**src/rtl/stream_chk_pkg.sv**
```systemverilog
// Shared types and helpers for the serial word checker.
//   state_e  : controller states (IDLE, RUN, DONE)
//   mod3_t   : running remainder of the word value modulo 3 (0..2)
//   PATTERN  : three-bit pattern searched for in the word
//   mod3_step: one-bit update of the modulo-3 remainder
package stream_chk_pkg;

  typedef enum logic [1:0] {
    IDLE = 2'd0,
    RUN  = 2'd1,
    DONE = 2'd2
  } state_e;

  typedef logic [1:0] mod3_t;

  localparam logic [2:0] PATTERN = 3'b010;

  // 2^k mod 3 is 1 for even k and 2 for odd k; the result stays within 0..2.
  function automatic mod3_t mod3_step(input mod3_t r, input logic b, input logic odd_idx);
    mod3_t res;
    res = r;
    if (b) begin
      if (odd_idx) begin
        case (r)
          2'd0:    res = 2'd2;
          2'd1:    res = 2'd0;
          default: res = 2'd1;
        endcase
      end else begin
        case (r)
          2'd0:    res = 2'd1;
          2'd1:    res = 2'd2;
          default: res = 2'd0;
        endcase
      end
    end
    return res;
  endfunction

endpackage

```
**src/rtl/stream_chk_accum.sv**
```systemverilog
// Per-beat accumulator for the three word flags.
//   clk, rst      : clock, synchronous active-high reset
//   clr_i         : clear all accumulated state (new word)
//   en_i          : consume bit_i this cycle
//   bit_i         : serial data bit at index k
//   odd_idx_i     : k is odd
//   hist_ok_i     : k >= 2, so the two-bit history is meaningful
//   rem_c_o       : remainder including the current beat (combinational)
//   par_c_o       : odd-index parity including the current beat (combinational)
//   found_c_o     : pattern-found flag including the current beat (combinational)
module stream_chk_accum
  import stream_chk_pkg::*;
(
  input  logic  clk,
  input  logic  rst,
  input  logic  clr_i,
  input  logic  en_i,
  input  logic  bit_i,
  input  logic  odd_idx_i,
  input  logic  hist_ok_i,
  output mod3_t rem_c_o,
  output logic  par_c_o,
  output logic  found_c_o
);

  mod3_t      rem_q, rem_d;
  logic       par_q, par_d;
  logic [1:0] hist_q, hist_d;   // [1] = bit k-2, [0] = bit k-1
  logic       found_q, found_d;

  // Next-state of all accumulators for the current beat.
  always_comb begin
    rem_d   = rem_q;
    par_d   = par_q;
    hist_d  = hist_q;
    found_d = found_q;
    if (en_i) begin
      rem_d   = mod3_step(rem_q, bit_i, odd_idx_i);
      par_d   = par_q ^ (bit_i & odd_idx_i);
      hist_d  = {hist_q[0], bit_i};
      found_d = found_q | (hist_ok_i & ({hist_q, bit_i} == PATTERN));
    end
  end

  // Accumulator registers; clear takes priority over enable.
  always_ff @(posedge clk) begin
    if (rst || clr_i) begin
      rem_q   <= '0;
      par_q   <= 1'b0;
      hist_q  <= '0;
      found_q <= 1'b0;
    end else begin
      rem_q   <= rem_d;
      par_q   <= par_d;
      hist_q  <= hist_d;
      found_q <= found_d;
    end
  end

  // Expose the post-beat values so the top can latch results on the last beat.
  assign rem_c_o   = rem_d;
  assign par_c_o   = par_d;
  assign found_c_o = found_d;

endmodule

```
**config.mk**
```make
export PLATFORM = sky130hd
export DESIGN_NAME = stream_chk_accum
export DESIGN_NICKNAME = d
export VERILOG_FILES = /design/src/rtl/stream_chk_pkg.sv /design/src/rtl/stream_chk_accum.sv
export SDC_FILE = /design/constraint.sdc
export NUM_CORES = 1
export LEC_CHECK = 0
export CAP_MARGIN = 5
export CORE_AREA = 2 2 39 41
export DETAILED_ROUTE_END_ITERATION = 16
export DIE_AREA = 0 0 41 43
export SYNTH_ARGS = -nofsm -noshare
export SYNTH_HDL_FRONTEND = slang
export SYNTH_SLANG_ARGS = --single-unit
```
**constraint.sdc**
```tcl
create_clock -name clk -period 1.33 [get_ports clk]
set_input_delay 0.1995 -clock clk [delete_from_list [all_inputs] [get_ports clk]]
set_output_delay 0.1995 -clock clk [all_outputs]
set_load 0.01 [all_outputs]
```
# ---- Yosys cells after proc, flatten, opt, wreduce, memory -nomap -nowiden
# Index checks and enable logic that the tools add are counted.
dict set report classes {
  n_mux 7
  reduce_logical 2
  bitwise 4
  n_eq_ne 2
}
# operator n
set ops {}
lappend ops {{2-bit one-hot mux with 2 select lines} 2}
lappend ops {{2-bit two-way mux} 3}
lappend ops {{3-bit by 2-bit == test with 1-bit output (second input constant)} 1}
lappend ops {{1-bit bitwise AND} 2}
lappend ops {{2-bit by 1-bit == test with 1-bit output (second input constant)} 1}
lappend ops {{2-bit zero test} 1}
lappend ops {{1-bit two-way mux} 2}
lappend ops {{1-bit logical OR} 1}
lappend ops {{1-bit OR} 1}
lappend ops {{1-bit XOR} 1}
dict set report word_totals {
  in_bits 7
  regBits 6
  word_cells 19
  output_inout_bits 4
}

# ---- Logic depth before layout (Yosys ltp)
dict set report depth {
  word_depth 5
  depth_mapped 3
  ltp_nobuf 3
}

# ---- Worst setup path after synthesis
# Ideal clock, no wire load.
dict set report synth_path {
  path_kind {reg2out}
  startpoint {register rem_q[0]}
  endpoint {output port rem_c_o[1]}
  stages_incl_launch_ff 4
  slack_ns 0.275
  n_path_buf 0
  t_required_ns 1.131
  arrival_ns 0.856
  path_cell_list {dfxtp_1 -> xnor2_1 -> or3_4 -> nand2_1}
}
dict set report synth_via {
  elab_chain_len 5
  word_cells_on_any_way 7
  classes_between {1 x eq/ne; 5 x mux; 1 x reduce/logical}
}
# element line
set synth_rtl {}
lappend synth_rtl {{from (decl)} stream_chk_accum.sv:26} ;# mod3_t rem_q, rem_d;
lappend synth_rtl {{from (signal assigned)} stream_chk_accum.sv:53} ;# rem_q <= rem_d;
lappend synth_rtl {{2-bit by 1-bit == test with 1-bit output or 2-bit zero test (tied branches)} {stream_chk_pkg.sv:24, stream_chk_pkg.sv:30}}
lappend synth_rtl {{2-bit one-hot mux with 2 select lines (on tied branches)} {stream_chk_pkg.sv:30, stream_chk_pkg.sv:24}}
lappend synth_rtl {{2-bit two-way mux *} stream_chk_pkg.sv:23} ;# if (odd_idx) begin
lappend synth_rtl {{2-bit two-way mux *} stream_chk_pkg.sv:22} ;# if (b) begin
lappend synth_rtl {{2-bit two-way mux *} stream_chk_accum.sv:37} ;# if (en_i) begin
lappend synth_rtl {{to (decl)} stream_chk_accum.sv:21} ;# output mod3_t rem_c_o,
# Mark *: on every way between the ends. The rest lies on a longest branch, timed or not.

# ---- Final worst setup path
# Same ends and word-level chain as after synthesis.

==> out/qor.yml <==
status: "finished with violations"
violations: "negative setup slack"
io_buffer_count: 10
antenna_cells: 0
num-fill-cells: 155
syn_area_per_cell_sq_um: 9.23
vdd_drop_max_v: 0.000596
syn_inst: 29
wl_per_cell_microns: 9.00
tns_ns: -0.0648
hold_viol_final: 0
power_density_nw_per_um2: 902
worst_pin_slew_ns: 0.285
syn_nets: 36
num_rows: 14
maxSlewHeadroom_pct: 80.9
seq_area_sq_um: 124
cts_htree_levels: 1
cts_tree: "done"
mostFrequentLayoutCells: "9 x buf_4, 3 x clkbuf_4, 3 x dfxtp_1, 3 x dfxtp_2"
clockBufferDepth: 2
finClkSkew_ns: 0.00345
initial_utilization_pct: 19.3
synth_seq_cells: 6
io_pins: 11
vias: 270
drtIter0Drc: 2
worstSetupPathType: "reg -> out"
antenna_found_initial: 0
grt_overflow: 0
die_w_microns: 41
yosysSeqAreaShare_pct: 44.9
synth_top_area_share_pct: 44.9
drc_errors: 0
drt_pass1_iterations: 2
critPathMaxFanout: 3
grt_max_degree: 7
place_congestion: 0.767
antenna_left: 0
dieArea_sq_um: 1760
area_delta_synth_final_pct: 81.3
final_common_cell: "buf_4"
routed_wl_microns: 594
grt_first_pass_wirelength_mm: 1.02
end_kind: "primary output"
slew_viol_final: 0
clk_pin_slew_ns: 0.05
root_buffer: "clkbuf_4"
vias_per_cell: 4.09
start_kind: "flip-flop"
layout.nets: 59
leakage_nw: 0.217
cts.sinks: 6
post-place-ws_ns: -0.660
dp.final_hpwl_microns: 425
period_minus_slack_ns: 1.38
fmax_mhz: 725
setup_violations: 2
grt_pass1_vias: 267
coreArea_sq_um: 1380
fp.dieH_microns: 43
drive_gt1_share_pct: 58.0
yosysWarningCount: 0
synth.area.top_cells: "dfxtp_1 45%, xnor2_1 6.5%, nor2b_1 4.7%"
crit_required_ns: 1.13
clk-insertion-delay-late_ns: 0.24
setup_slack_ns: -0.0498
timing.final.crit_share_pct: 104
ys_types: 18
final_core_util_pct: 35.1
hold_path_class: "in -> reg"
max-cap-violations: 0
rsz0062_at_grt: "yes"
yosys.area.top_type: "dfxtp_1"
cts_hold_buf: 0
worstPathArrival_ns: 1.18
multi_input_area_sq_um: 171
grt.total_usage_pct: 8.76
synth_area_sq_um: 268
cts_made_buffers: 3
-- worst paths after layout --
| path | slack, ns | startpoint | endpoint | depth (start not counted) |
|---|---|---|---|---|
| min | 0.27 | en_i | hist_q[0]$_SDFFE_PP0P_ | 3 |
| min reg2reg | 0.50 | hist_q[0]$_SDFFE_PP0P_ | hist_q[0]$_SDFFE_PP0P_ | 2 |
| max | -0.05 | rem_q[0]$_SDFF_PP0_ | rem_c_o[1] | 4 |
| max reg2reg | 0.04 | rem_q[0]$_SDFF_PP0_ | rem_q[0]$_SDFF_PP0_ | 7 |
-- synthesized netlist by cell type (all sizes together) --
library cell	count
a211oi	1
nand3	1
mux2i	1
a21oi	3
or2	1
nor4bb	1
clkbuf	1
nor2b	2
or3	1
xnor2	2
nor3	2
nand2b	1
dfxtp	6
a21o	1
nor2	2
nand2	3
-- power breakdown --
part | switching [mW] | internal, mW | total, mW | leakage (nW)
clock | 0.0662 | 0.102 | 0.168 | 0.0138
sequential | 0.00328 | 0.185 | 0.188 | 0.0501
combinational | 0.0316 | 0.0501 | 0.0816 | 0.153
-- area by class of cell --
type / count / area share, %
clock buffer: 3 / 4.64
multi-input combinational: 22 / 35.3
tap: 16 / 4.12
timing repair buffer: 19 / 30.4
sequential: 6 / 25.5
-- routing by layer --
metal	wire length (microns)	track usage, %	up-vias
met2	271	11.9	10
met4	0	2.00	0
met3	54	6.28	0
met5	0	0	-
met1	268	11.0	118
li1	-	-	142
-- state kept, by name (all words and copies together) (netlist names) --
register  count
found_q       1
hist_q        2
par_q         1
rem_q         2
-- timing repair --
action / 4_1_cts / 5_1_grt
resized for setup: 24 / 8
pin swaps: 4 / 1
hold endpoints to repair: 0 / 0
setup buffers: 3 / 0
setup endpoints to repair: 4 / 5
-- cell families (layout without fill, tap and decap cells) --
| group | count (synthesis) | after routing | share of synthesized area, % |
|---|---|---|---|
| XOR/XNOR | 2 | 2 | 6.54 |
| multiplexers | 1 | 1 | 3.74 |
| AND/OR/NAND/NOR | 14 | 14 | 30.8 |
| AO/OA/AOI/OAI | 5 | 5 | 12.6 |
| buffers and inverters | 1 | 22 | 1.40 |
| flip-flops | 6 | 6 | 44.9 |
-- stage by stage --
stage          hold slack (ns)  std cells  total power [mW]  area (sq um)
6_report                 0.271         66             0.438           485
3_3_place_gp             0.478         60             0.267           429
3_5_place_dp             0.493         60             0.267           429
5_1_grt                  0.300         66             0.468           485
4_1_cts                  0.395         66             0.442           474
2_1_floorplan            0.351         29             0.218           268
-- worst max-delay path, stage by stage (launching register included) --
cell and delay [ns]:
dfxtp_2 0.33, xnor2_1 0.12, or3_4 0.33, nand2_2 0.07, buf_6 0.09
(Power assumes the default switching activity.)
